<file path="config.mk">
export PLATFORM = sky130hd
export DESIGN_NAME = ahb_block_ram_bridge
export DESIGN_NICKNAME = d
export VERILOG_FILES = /design/src/rtl/ahb_ram_pkg.sv /design/src/rtl/ahb_ram_strb_gen.sv /design/src/rtl/ahb_block_ram_bridge.sv
export SDC_FILE = /design/constraint.sdc
export NUM_CORES = 1
export LEC_CHECK = 0
export BUFFER_PORTS_ARGS = -buffer_cell sky130_fd_sc_hd__buf_2
export CAP_MARGIN = 20
export CORE_ASPECT_RATIO = 1.2
export CORE_MARGIN = 3
export CORE_UTILIZATION = 33
export DETAILED_ROUTE_END_ITERATION = 8
export PLACE_DENSITY = 0.82
export SLEW_MARGIN = 15
export SYNTH_ARGS = -nofsm -noshare
export SYNTH_HDL_FRONTEND = slang
export SYNTH_SLANG_ARGS = --single-unit
export TNS_END_PERCENT = 1
</file>
<file path="constraint.sdc">
create_clock -name HCLK -period 2.2 [get_ports HCLK]
set_clock_uncertainty 0.15 [all_clocks]
set_input_delay 0.11 -clock HCLK [delete_from_list [all_inputs] [get_ports HCLK]]
set_output_delay 0.11 -clock HCLK [all_outputs]
set_load 0.05 [all_outputs]
</file>
<file path="src/rtl/ahb_ram_pkg.sv">
// Shared types and constants for the AHB-Lite to block RAM bridge.
package ahb_ram_pkg;

  // Bridge data-phase states; the error states are only reachable with AHB_RAM_ERR_EN.
  typedef enum logic [2:0] {
    StIdle   = 3'd0,
    StRd     = 3'd1,
    StWr     = 3'd2,
    StRdWait = 3'd3,
    StErr1   = 3'd4,
    StErr2   = 3'd5
  } state_e;

  localparam logic [1:0] HTRANS_IDLE   = 2'b00;
  localparam logic [1:0] HTRANS_NONSEQ = 2'b10;

  localparam logic [2:0] HSIZE_BYTE = 3'd0;
  localparam logic [2:0] HSIZE_HALF = 3'd1;
  localparam logic [2:0] HSIZE_WORD = 3'd2;

  localparam logic RESP_OKAY  = 1'b0;
  localparam logic RESP_ERROR = 1'b1;

  // NONSEQ and SEQ both carry HTRANS[1]; IDLE and BUSY do not.
  function automatic logic trans_active(logic [1:0] htrans);
    return (htrans & HTRANS_NONSEQ) != HTRANS_IDLE;
  endfunction

  function automatic logic resp_of(logic err);
    return err ? RESP_ERROR : RESP_OKAY;
  endfunction

endpackage

</file>
<file path="src/rtl/ahb_ram_strb_gen.sv">
// Byte-lane strobe decode from HSIZE and the low address bits, plus alignment flags.
module ahb_ram_strb_gen
  import ahb_ram_pkg::*;
(
  input  logic [2:0] size_i,
  input  logic [1:0] addr_lo_i,
  output logic [3:0] strb_o,
  output logic       misalign_o,
  output logic       oversize_o
);

  // Lane decode; oversize transfers fall through to a full-word strobe.
  always_comb begin
    strb_o     = 4'b1111;
    misalign_o = 1'b0;
    case (size_i)
      HSIZE_BYTE: strb_o = 4'b0001 << addr_lo_i;
      HSIZE_HALF: begin
        strb_o     = 4'b0011 << {addr_lo_i[1], 1'b0};
        misalign_o = addr_lo_i[0];
      end
      HSIZE_WORD: misalign_o = (addr_lo_i != 2'b00);
      default: ;
    endcase
  end

  assign oversize_o = (size_i > HSIZE_WORD);

endmodule

</file>
<file path="src/rtl/ahb_block_ram_bridge.sv">
// AHB-Lite slave driving a single-port block RAM. Reads are zero-wait except a read
// directly after a write, which stalls one cycle while the RAM port finishes the write.
// Optional feature: define AHB_RAM_ERR_EN for a two-cycle ERROR on misaligned/oversize transfers.
module ahb_block_ram_bridge
  import ahb_ram_pkg::*;
#(
  parameter int unsigned ADDR_WIDTH = 14
) (
  input  logic                  HCLK,
  input  logic                  HRESETn,
  input  logic                  HSEL,
  input  logic [31:0]           HADDR,
  input  logic [1:0]            HTRANS,
  input  logic [2:0]            HSIZE,
  input  logic                  HWRITE,
  input  logic                  HREADY,
  input  logic [31:0]           HWDATA,
  output logic                  HREADYOUT,
  output logic                  HRESP,
  output logic [31:0]           HRDATA,
  output logic [ADDR_WIDTH-1:0] addra,
  output logic [31:0]           dina,
  output logic [3:0]            wea,
  input  logic [31:0]           douta
);

  state_e                state_q, state_d;
  logic [ADDR_WIDTH-1:0] addr_q, addr_d;
  logic [3:0]            strb_q, strb_d;

  logic       accept;
  logic [3:0] strb;
  logic       misalign;
  logic       oversize;
  logic       xfer_err;

  ahb_ram_strb_gen u_strb_gen (
    .size_i     (HSIZE),
    .addr_lo_i  (HADDR[1:0]),
    .strb_o     (strb),
    .misalign_o (misalign),
    .oversize_o (oversize)
  );

  assign accept = HSEL & HREADY & trans_active(HTRANS);

`ifdef AHB_RAM_ERR_EN
  assign xfer_err = misalign | oversize;
`else
  assign xfer_err = 1'b0;
  logic unused_err;
  assign unused_err = misalign ^ oversize;
`endif

  logic unused_haddr;
  assign unused_haddr = ^HADDR[31:ADDR_WIDTH+2];

  // Next-state: stall/error states advance unconditionally, otherwise follow the accepted phase.
  always_comb begin
    state_d = state_q;
    addr_d  = addr_q;
    strb_d  = strb_q;
    if (state_q == StRdWait) begin
      state_d = StRd;
    end else if (state_q == StErr1) begin
      state_d = StErr2;
    end else if (accept) begin
      addr_d = HADDR[ADDR_WIDTH+1:2];
      strb_d = strb;
      if (xfer_err) begin
        state_d = StErr1;
      end else if (HWRITE) begin
        state_d = StWr;
      end else if (state_q == StWr) begin
        // RAM port is busy writing this cycle, so the read is reissued next cycle.
        state_d = StRdWait;
      end else begin
        state_d = StRd;
      end
    end else begin
      state_d = StIdle;
    end
  end

  // State and captured address-phase registers.
  always_ff @(posedge HCLK or negedge HRESETn) begin
    if (!HRESETn) begin
      state_q <= StIdle;
      addr_q  <= '0;
      strb_q  <= '0;
    end else begin
      state_q <= state_d;
      addr_q  <= addr_d;
      strb_q  <= strb_d;
    end
  end

  // RAM port and bus outputs; the live HADDR feeds the RAM so reads return in their data phase.
  always_comb begin
    addra     = ((state_q == StWr) || (state_q == StRdWait)) ? addr_q : HADDR[ADDR_WIDTH+1:2];
    wea       = (state_q == StWr) ? strb_q : 4'b0000;
    HREADYOUT = !((state_q == StRdWait) || (state_q == StErr1));
    dina      = HWDATA;
    HRDATA    = douta;
  end

`ifdef AHB_RAM_ERR_EN
  assign HRESP = resp_of((state_q == StErr1) || (state_q == StErr2));
`else
  assign HRESP = resp_of(1'b0);
`endif

endmodule

</file>
==> summary.md, run 1 <==
| Metric | Value |
|---|---|
| Vias in the first global route | 1011 |
| Htree depth | 1 |
| CP Capture Type | output port |
| Sink Count | 21 |
| I/O pins | 190 |
| WS Path Type | flop to output port |
| Worst IR Drop VDD | roughly 360 uV |
| Leakage | approximately 0.77 nW |
| Die height | 80.9 um |
| Top-area cell type share of the netlist area | ~34% |
| Reg2Reg Depth | 4 |
| Number of diodes | 0 |
| Power Density | 631 nW/um2 |
| CTS clk-pin slew, worst paths | 80 ps |
| Post-CTS sizing | 0 |
| Hold Path Stages | 4 |
| First-pass GRT wire length | 5.20 mm |
| Max clock buf depth | 2 |
| Footprint of the multi-input gates | 494 um2 |
| DR vias | 1006 |
| Final setup fails | 0 |
| FF-to-FF setup slack | ~400 ps |
| Synthesized netlist cell count | roughly 170 |
| Average wire per standard cell | 15.4 um |
| Number of remaining DRC errors | 0 |
| Synth Net Count | 278 |
| FP Rows | 26 |
| #FFs+latches synth | 21 |
| Cts hold-fix bufs | 16 |
| Hold path start | HSIZE[2] |
| Synth warn | 0 |
| CTS tree | built |
| Core area | 4390 um2 |
| Initial DRT Pass Iterations | 3 |
| HPWL after detailed placement | about 2.5 mm |
| Reg2reg end | addr_q[11] |
| Nets | 276 |
| Reg area | 526 um2 |
| Setup TNS | 0 ps |
| Layout cell share with drive strength beyond 1 | 36.1% |
| Area leader, netlist | dfrtp_1 |
| Final period util | 84.3% |
| Post-synthesis sequential area ratio | between 30% and 40% |
| Final WL | 3.46 mm |
| Status | completed |
| CP Launch Point | state_q[1] |
| Synth top area cells | dfrtp_1 (34%), buf_4 (32%), nand2_1 (10%) |
| Cts bufs inserted | 3 |
| Syn_area_per_cell | 8.96 um2 |
| Clk Latency, worst-skew pair | 260 ps |
| Max_cap viols | 0 |
| WP data required | roughly 1900 ps |
| Initial antenna violation count | 0 |
| Reg2reg start | state_q[1] |
| Largest net degree at the start of global routing | 22 |
| Crit path time final | 1850 ps |
| GRT Total Usage | 13.0% |
| Synth cell types | 19 |
| Crit-path max FO | 15 |
| Hold Path Sink | strb_q[3] |
| # port buffers | 43 |
| Post-Syn Area | roughly 1500 um2 |
| Clk root buf | clkbuf_8 |
| Peak Freq | 539 MHz |
| # fillers | 470 |
| RD Place Congestion | 0.677 |
| Setup bufs post-CTS | 0 |
| WP data arrival | about 1600 ps |
| Initial Util | 35.1% |
| GR Overflow Total | 0 |
| Die Wd | 68.4 um |
| Final hold slack | 50.4 ps |
| Startpoint types | flop |
| Die area | 5530 um2 |
| Hold Path Class | input port to flop |
| RSZ-0062 raised after global routing | no |
| Vias/cell | between 4 and 5 |
| DRT antenna net count | 0 |
| Endpoints failing hold | 0 |
| Area Growth Syn to Fin | 0.568% |
| Slew Viols, Final | 0 |
| Starting DRT DRC Count | 8 |
==> metrics by stage <==
step / area, um2 / worst slack [ps] / std cells / utilization [%] / power, mW
finish: 1550 / 346 / 225 / 35.3 / 0.979
global route: 1550 / 183 / 225 / 35.3 / 1.05
detailed placement: 1340 / 395 / 205 / 30.6 / 0.713
CTS: 1550 / 335 / 225 / 35.3 / 0.992
global placement: 1340 / 406 / 205 / 30.6 / 0.704
floorplan: 1540 / 233 / 172 / - / 0.958
==> flip-flops by register name, summed over array words and instances, names as in the netlist <==
| name | cells |
|---|---|
| addr_q | 14 |
| state_q | 3 |
| strb_q | 4 |
==> report_power, final <==
part           internal [mW]  leakage [nW]  total, mW  switching (mW)
sequential             0.447         0.247      0.474          0.0271
combinational          0.105         0.494      0.251           0.146
clock                  0.126        0.0255      0.255           0.128
==> final cells by class <==
| cell class | instances | area share [%] |
|---|---|---|
| Sequential cell | 21 | 33.9 |
| Clock inverter | 1 | 0.323 |
| Tap cell | 56 | 4.52 |
| Multi-Input combinational cell | 81 | 31.9 |
| Timing Repair Buffer | 62 | 26.5 |
| Inverter | 1 | 0.242 |
| Clock buffer | 3 | 2.66 |
==> worst max-delay path by stage <==
| stage | to | slack, ps | depth (start not counted) |
|---|---|---|---|
| 5_1_grt | addra[11] | 180 | 5 |
| 6_report | addra[7] | 350 | 5 |
| 3_3_place_gp | strb_q[1] | 410 | 4 |
| 4_1_cts | addra[7] | 330 | 5 |
| 2_1_floorplan | state_q[0] | 230 | 4 |
| 3_5_place_dp | addr_q[5] | 400 | 4 |
==> cell families (layout without fill, tap and decap cells) <==
| logic type | Yosys count | after routing | share of synthesized area, % |
|---|---|---|---|
| AO/OA/AOI/OAI | 8 | 8 | 3.73 |
| buffers and inverters | 70 | 67 | 33.8 |
| flip-flops | 21 | 21 | 34.1 |
| multiplexers | 18 | 18 | 13.1 |
| other | 1 | 1 | 0.243 |
| AND/OR/NAND/NOR | 54 | 54 | 14.9 |
==> synthesized netlist by cell type <==
master	number
buf_4	65
a21oi_1	1
nand2_1	42
nor3b_2	1
o21a_1	1
conb_1	1
nor2b_1	2
nor2_1	3
and2_1	4
a211oi_4	1
clkbuf_1	2
buf_6	2
dfrtp_1	21
o21ai_0	5
nand3_1	1
mux2_1	9
nand2b_1	1
mux2_2	9
inv_1	1
==> layout by cell type (no fill, tap or decap), drive strengths merged <==
master,instances
o21ai,5
mux2,18
nand3,1
a21oi,1
clkbuf,3
inv,1
nand2b,1
o21a,1
a211oi,1
and2,4
nand2,42
nor2,3
nor2b,2
clkinv,1
nor3b,1
buf,46
dlygate4sd3,16
dfrtp,21
conb,1
==> worst max-delay path, stage by stage (launching register included) <==
cell	delay, ps
dfrtp_1	380
nor2b_1	270
buf_4	270
nand2_1	80
nand2_1	70
buf_2	260
==> routing by layer <==
| layer | track usage [%] | vias to the layer above | share of wire [%] |
|---|---|---|---|
| li1 | - | 472 | - |
| met1 | 12.7 | 461 | 31 |
| met2 | 21.1 | 47 | 51 |
| met3 | 5.67 | 26 | 13 |
| met4 | 9.94 | 0 | 5.4 |
| met5 | 0 | - | 0 |
No activity file was read; power rests on OpenSTA's default activity.
==> inputs of run 2 (changes only) <==
--- a/config.mk
+++ b/config.mk
@@ -5,11 +5,12 @@
 export SDC_FILE = /design/constraint.sdc
 export NUM_CORES = 1
 export LEC_CHECK = 0
+export ABC_AREA = 1
 export BUFFER_PORTS_ARGS = -buffer_cell sky130_fd_sc_hd__buf_2
 export CAP_MARGIN = 20
 export CORE_ASPECT_RATIO = 1.2
 export CORE_MARGIN = 3
-export CORE_UTILIZATION = 33
+export CORE_UTILIZATION = 35
 export DETAILED_ROUTE_END_ITERATION = 8
 export PLACE_DENSITY = 0.82
 export SLEW_MARGIN = 15
==> constraint.sdc (replaced) <==
create_clock -name HCLK -period 1.8 [get_ports HCLK]
set_clock_uncertainty 0.15 [all_clocks]
set_input_delay 0.09 -clock HCLK [delete_from_list [all_inputs] [get_ports HCLK]]
set_output_delay 0.09 -clock HCLK [all_outputs]
set_load 0.05 [all_outputs]
==> summary.md, run 2 <==
| Metric | Value |
|---|---|
| Crit-path max FO | 28 |
| Slew Viols, Final | 0 |
| HPWL after detailed placement | 2.22 mm |
| Number of diodes | 0 |
| Largest net degree at the start of global routing | 29 |
| Area Growth Syn to Fin | 1.01% |
| Setup bufs post-CTS | 0 |
| # port buffers | 43 |
| Top-area cell type share of the netlist area | 30.4% |
| Power Density | 713 nW/um2 |
| Wl on met1 | 1.19 mm |
| Final setup fails | 0 |
| WS Path Type | flop to output port |
| Starting DRT DRC Count | 33 |
| Status | completed |
| Synth top area cells | dfrtp_1 (30%), buf_4 (29%), o21ai_2 (7.1%) |
| Post-synth top cells | buf_4 (66), nand2_1 (28), inv_1 (27) |
| Number of synthesized flops with an enable pin | 0 |
| Most flops, register | addr_q |
| Area leader, netlist | dfrtp_1 |
| GR Overflow Total | 0 |
| CTS clk-pin slew, worst paths | 80 ps |
| Endpoints failing hold | 0 |
| Synth warn | 0 |
| RSZ-0062 raised after global routing | no |
| Max_cap viols | 0 |
| Peak Freq | between 500 and 600 MHz |
| Leakage | 0.905 nW |
| FF-to-FF setup slack | ~260 ps |
| Async set-or-reset flop fraction in the synthesized netlist | 100% |
| Cts bufs inserted | 3 |
| Final WL | between 3 and 4 mm |
| I/O pins | between 150 and 200 |
| Commonest non-fill, non-tap cell in the layout | buf_2 |
| Synth Flop Type | dfrtp_1 |
| Core area | 4660 um2 |
| Die height | 83.0 um |
| WP data required | 1560 ps |
| Max Used Layer | met4 |
| Most frequent cell after synthesis | buf_4 |
| Synth Net Count | 326 |
| CP Capture Type | output port |
| Die Wd | between 70 and 80 um |
| Most frequent cells in the layout | buf_2 (35), nand2_1 (28), inv_1 (27) |
| Max clock buf depth | 2 |
| First-pass GRT wire length | 5.20 mm |
| Met2 Wirelength | 1.36 mm |
| Syn_area_per_cell | roughly 7.9 um2 |
| Worst IR Drop VDD | between 300 and 400 uV |
| Nets | 322 |
| Clk root buf | clkbuf_8 |
| #FFs+latches synth | 21 |
| Initial DRT Pass Iterations | 4 |
| Vias in the first global route | roughly 1.2k |
| Average wire per standard cell | 11.1 um |
| Crit path time final | 1700 ps |
| Initial antenna violation count | 0 |
| Layout cell share with drive strength beyond 1 | 40.0% |
| DR vias | 1193 |
| Met3 wire len | 287 um |
| Htree depth | 1 |
| Place WS | between 300 and 400 ps |
| FP Rows | 27 |
| DRT antenna net count | 0 |
| Final period util | 94.7% |
| Biggest regs | addr_q: 14 flops, strb_q: 4 flops, state_q: 3 flops |
| GRT Total Usage | approximately 11% |
| Post-Syn Area | roughly 1700 um2 |
| CTS tree | built |
| Clk Latency, worst-skew pair | approximately 250 ps |
| Sink Count | 21 |
| RD Place Congestion | roughly 0.68 |
| Final hold slack | 30.0 ps |
| Die area | 5820 um2 |
| Synth cell types | 18 |
| Setup ws final | about 96 ps |
| Post-synthesis sequential area ratio | 30.4% |
| Synthesized netlist cell count | 220 |
| Hold Path Class | input port to output port |
| Initial Util | 37.1% |
| WP data arrival | 1460 ps |
| Startpoint types | flop |
| Number of remaining DRC errors | 0 |
| Number of flip-flops in the largest register | 14 |
| Vias/cell | about 4.4 |
==> run 2: cell count changes after synthesis, sizes merged, moves of 2 or more <==
cell	delta
buf	+4
clkbuf	-2
mux2	-18
nor2b	-2
nor2	+7
nand3	+13
and2	-4
o21ai	+24
inv	+29
==> run 2: layout make-up <==
class	instances	area [um2]
Clock buffer	4	45.0
Fill cell	467	2920
Inverter	30	113
Multi-Input combinational cell	98	544
Sequential cell	21	526
Tap cell	58	72.6
Timing Repair Buffer	62	445
==> run 2: critical path: stages (launching register included) <==
cell	delay [ps]
dfrtp_1	410
nor2_2	200
buf_12	190
nand2_1	60
o21ai_0	60
buf_2	280
==> run 2: power breakdown <==
part,total (mW),switching [mW],internal (mW)
registers,0.580,0.0417,0.538
clock network,0.307,0.150,0.157
logic,0.356,0.216,0.141
==> run 2: repair_timing <==
item                                    in CTS  in global routing
hold buffers                                17                  0
gates resized for setup                      0                 12
hold endpoints to repair                    37                  0
endpoints found under the setup margin       0                  8
==> run 2: path summary, 6_finish.rpt <==
path | startpoint | to | depth (start not counted)
max in group asynchronous | HRESETn | addr_q[4] | 2
worst min-delay path | douta[14] | HRDATA[14] | 0
worst min register to register | addr_q[10] | addr_q[10] | 2
worst max register to register | state_q[1] | state_q[0] | 6
min in group asynchronous | HRESETn | addr_q[11] | 2
worst max-delay path | state_q[2] | addra[6] | 5
==> run 2: routing by layer <==
layer  track usage, %  vias to the layer above
met4             8.54                        0
met1             11.8                      513
met5                0                        -
li1                 -                      595
met3             3.27                       30
met2             17.3                       55
==> run 2: per-stage QoR <==
step | cell area, um2 | power [mW] | std cells | util, % | TNS (ps)
final | 1750 | 1.24 | 273 | 37.4 | 0
after global placement | 1510 | 0.904 | 252 | 32.4 | 0
after CTS | 1730 | 1.27 | 273 | 37.0 | 0
after detailed placement | 1510 | 0.916 | 252 | 32.4 | 0
after floorplan | 1730 | 1.22 | 220 | - | -691
after global routing | 1750 | 1.34 | 273 | 37.4 | 0
==> run 2: kinds of logic after synthesis <==
kind of cell / count (synthesis) / share of synthesized area [%]
buffers and inverters: 101 / 38.1
AND/OR/NAND/NOR: 67 / 19.3
AO/OA/AOI/OAI: 30 / 11.9
flip-flops: 21 / 30.4
other: 1 / 0.217
==> inputs of run 3 (changes only) <==
--- a/config.mk
+++ b/config.mk
@@ -6,13 +6,12 @@
 export NUM_CORES = 1
 export LEC_CHECK = 0
 export ABC_AREA = 1
-export BUFFER_PORTS_ARGS = -buffer_cell sky130_fd_sc_hd__buf_2
 export CAP_MARGIN = 20
-export CORE_ASPECT_RATIO = 1.2
-export CORE_MARGIN = 3
-export CORE_UTILIZATION = 35
+export CORE_AREA = 3 3 73 75
 export DETAILED_ROUTE_END_ITERATION = 8
-export PLACE_DENSITY = 0.82
+export DIE_AREA = 0 0 76 78
+export DONT_BUFFER_PORTS = 1
+export PLACE_DENSITY = 0.5
 export SLEW_MARGIN = 15
 export SYNTH_ARGS = -nofsm -noshare
 export SYNTH_HDL_FRONTEND = slang
==> summary.md, run 3 (same netlist as run 2, synthesis figures left out) <==
| Metric | Value |
|---|---|
| Status | complete, but fails checks |
| Failing checks | hold timing |
| Combinational share of power | 31.5% |
| Sink Count | 21 |
| Die Wd | 76 um |
| Placed Cells | around 240 |
| Peak Freq | 607 MHz |
| WS Path Type | flop to output port |
| Clk root buf | clkbuf_8 |
| Power Density | 673 nW/um2 |
| Critical path's slowest cell | dfrtp_1 |
| Starting DRT DRC Count | 31 |
| Core area | approximately 4700 um2 |
| First-pass GRT wire length | 4.84 mm |
| Crit path time final | between 1500 and 2000 ps |
| Sw Ratio | 31.4% |
| Initial antenna violation count | 0 |
| Final period util | 91.6% |
| Worst IR Drop VDD | 228 uV |
| Final hold slack | -2.60 ps |
| P_sw | 404 uW |
| Biggest regs | addr_q: 14 flops, strb_q: 4 flops, state_q: 3 flops |
| CTS clk-pin slew, worst paths | 70 ps |
| Relative slew slack | 61.5% |
| GR Overflow Total | 0 |
| CTS tree | built |
| Place WS | 377 ps |
| Largest net degree at the start of global routing | 25 |
| Number of flip-flops in the largest register | 14 |
| Clk Latency, worst-skew pair | roughly 250 ps |
| Average wire per standard cell | 10.4 um |
| Hold path start | HTRANS[1] |
| Setup TNS | 0 ps |
| Die area | 5930 um2 |
| Reg2reg start | state_q[2] |
| # port buffers | 0 |
| Initial Util | 36.6% |
| Delay of the slowest critical-path stage | 420 ps |
| Endpoints failing hold | 1 |
| Htree depth | 1 |
| CP delay by family, top | flip-flops |
| Final WL | ~2.8 mm |
| Layout Cells excl Fill | 270 |
| Vias/cell | 4.17 |
| GRT Total Usage | 9.95% |
| Hold Path Class | input port to flop |
| DR vias | 1127 |
| CP bufs+invs | 2 |
| Fin area | 1910 um2 |
| Die height | 78 um |
| Vias in the first global route | 1070 |
| Leakage | just over 0.9 nW |
| Max clock buf depth | 2 |
| Flop pwr share | 45.0% |
| Most flops, register | addr_q |
| Crit-path cells | nor2_2 > buf_6 > nand2_1 > o21ai_1 > buf_12 |
| Nets | 310 |
| Footprint of the multi-input gates | 544 um2 |
| Startpoint types | flop |
| Number of diodes | 0 |
| Clock power share | roughly a quarter |
| FP Rows | 25 |
| CP Capture Type | output port |
| Worst-Margin Slew | 576 ps |
| Cts bufs inserted | 3 |
| Setup ws final | 151 ps |
| WP data required | roughly 1600 ps |
| # fillers | roughly 460 |
| RD Place Congestion | 0.678 |
| Setup bufs post-CTS | 0 |
| Slew Viols, Final | 0 |
| I/O pins | 190 |
| Reg area | around 530 um2 |
| Initial DRT Pass Iterations | 4 |
| Max_cap viols | 0 |
| CP Launch Point | state_q[2] |
| Crit-path max FO | 24 |
| WP data arrival | 1410 ps |
| DRT antenna net count | 0 |
| HPWL after detailed placement | a little over 2 mm |
| Final setup fails | 0 |
| Area Growth Syn to Fin | 10.7% |
| Commonest non-fill, non-tap cell in the layout | nand2_1 |
| Most frequent cells in the layout | nand2_1 (28), inv_1 (27), dlygate4sd3_1 (26) |
| Internal power | between 800 and 900 uW |
| Number of remaining DRC errors | 0 |
| RSZ-0062 raised after global routing | no |
| Layout cell share with drive strength beyond 1 | 32.0% |
| Placed inst area | 1590 um2 |
## run 3: stage by stage
stage                     power (mW)  utilization [%]
after CTS                       1.31             40.1
final                           1.29             40.5
after floorplan                 1.22                -
after global routing            1.37             40.5
after detailed placement       0.941             33.6
after global placement         0.936             33.6
## run 3: power by group through the flow
| stage | Clock [mW] | Sequential, mW | Combinational [mW] |
|---|---|---|---|
| after floorplan | 0 | 0.583 | 0.634 |
| after global placement | 0 | 0.587 | 0.349 |
| after detailed placement | 0 | 0.589 | 0.352 |
| after CTS | 0.323 | 0.579 | 0.407 |
| after global routing | 0.335 | 0.589 | 0.444 |
| final | 0.302 | 0.580 | 0.406 |
## run 3: tightest hold or removal path, delay by kind of cell
family	cells	cell delay, ps
AO/OA/AOI/OAI	1	40
buffers and inverters	1	50
AND/OR/NAND/NOR	2	190
## run 3: layer usage
metal | global-route usage (%) | routed length, um | vias to the layer above
li1 | - | - | 571
met1 | 12.5 | 1250 | 481
met2 | 14.4 | 1190 | 55
met3 | 3.02 | 256 | 20
met4 | 7.25 | 105 | 0
met5 | 0 | 0 | -
## run 3: cell type report
class | count | area share [%]
inverters | 30 | 5.89
clock buffers | 4 | 2.35
multi-input cells | 98 | 28.5
repair buffers | 50 | 31.5
well taps | 67 | 4.38
flip-flops and latches | 21 | 27.5
## run 3: path summary, 6_finish.rpt
| path | to | slack (ps) | cells past startpoint |
|---|---|---|---|
| max in group asynchronous | addr_q[11] | 910 | 2 |
| worst max register to register | state_q[0] | 250 | 6 |
| min in group asynchronous | addr_q[6] | 120 | 1 |
| worst min register to register | addr_q[12] | 340 | 2 |
| worst max-delay path | addra[13] | 150 | 5 |
| worst min-delay path | state_q[1] | -3 | 4 |
## run 3: timing repair
action,CTS,global route
gates resized for setup,0,1
hold endpoints to repair,41,0
endpoints found under the setup margin,0,9
hold buffers,26,0
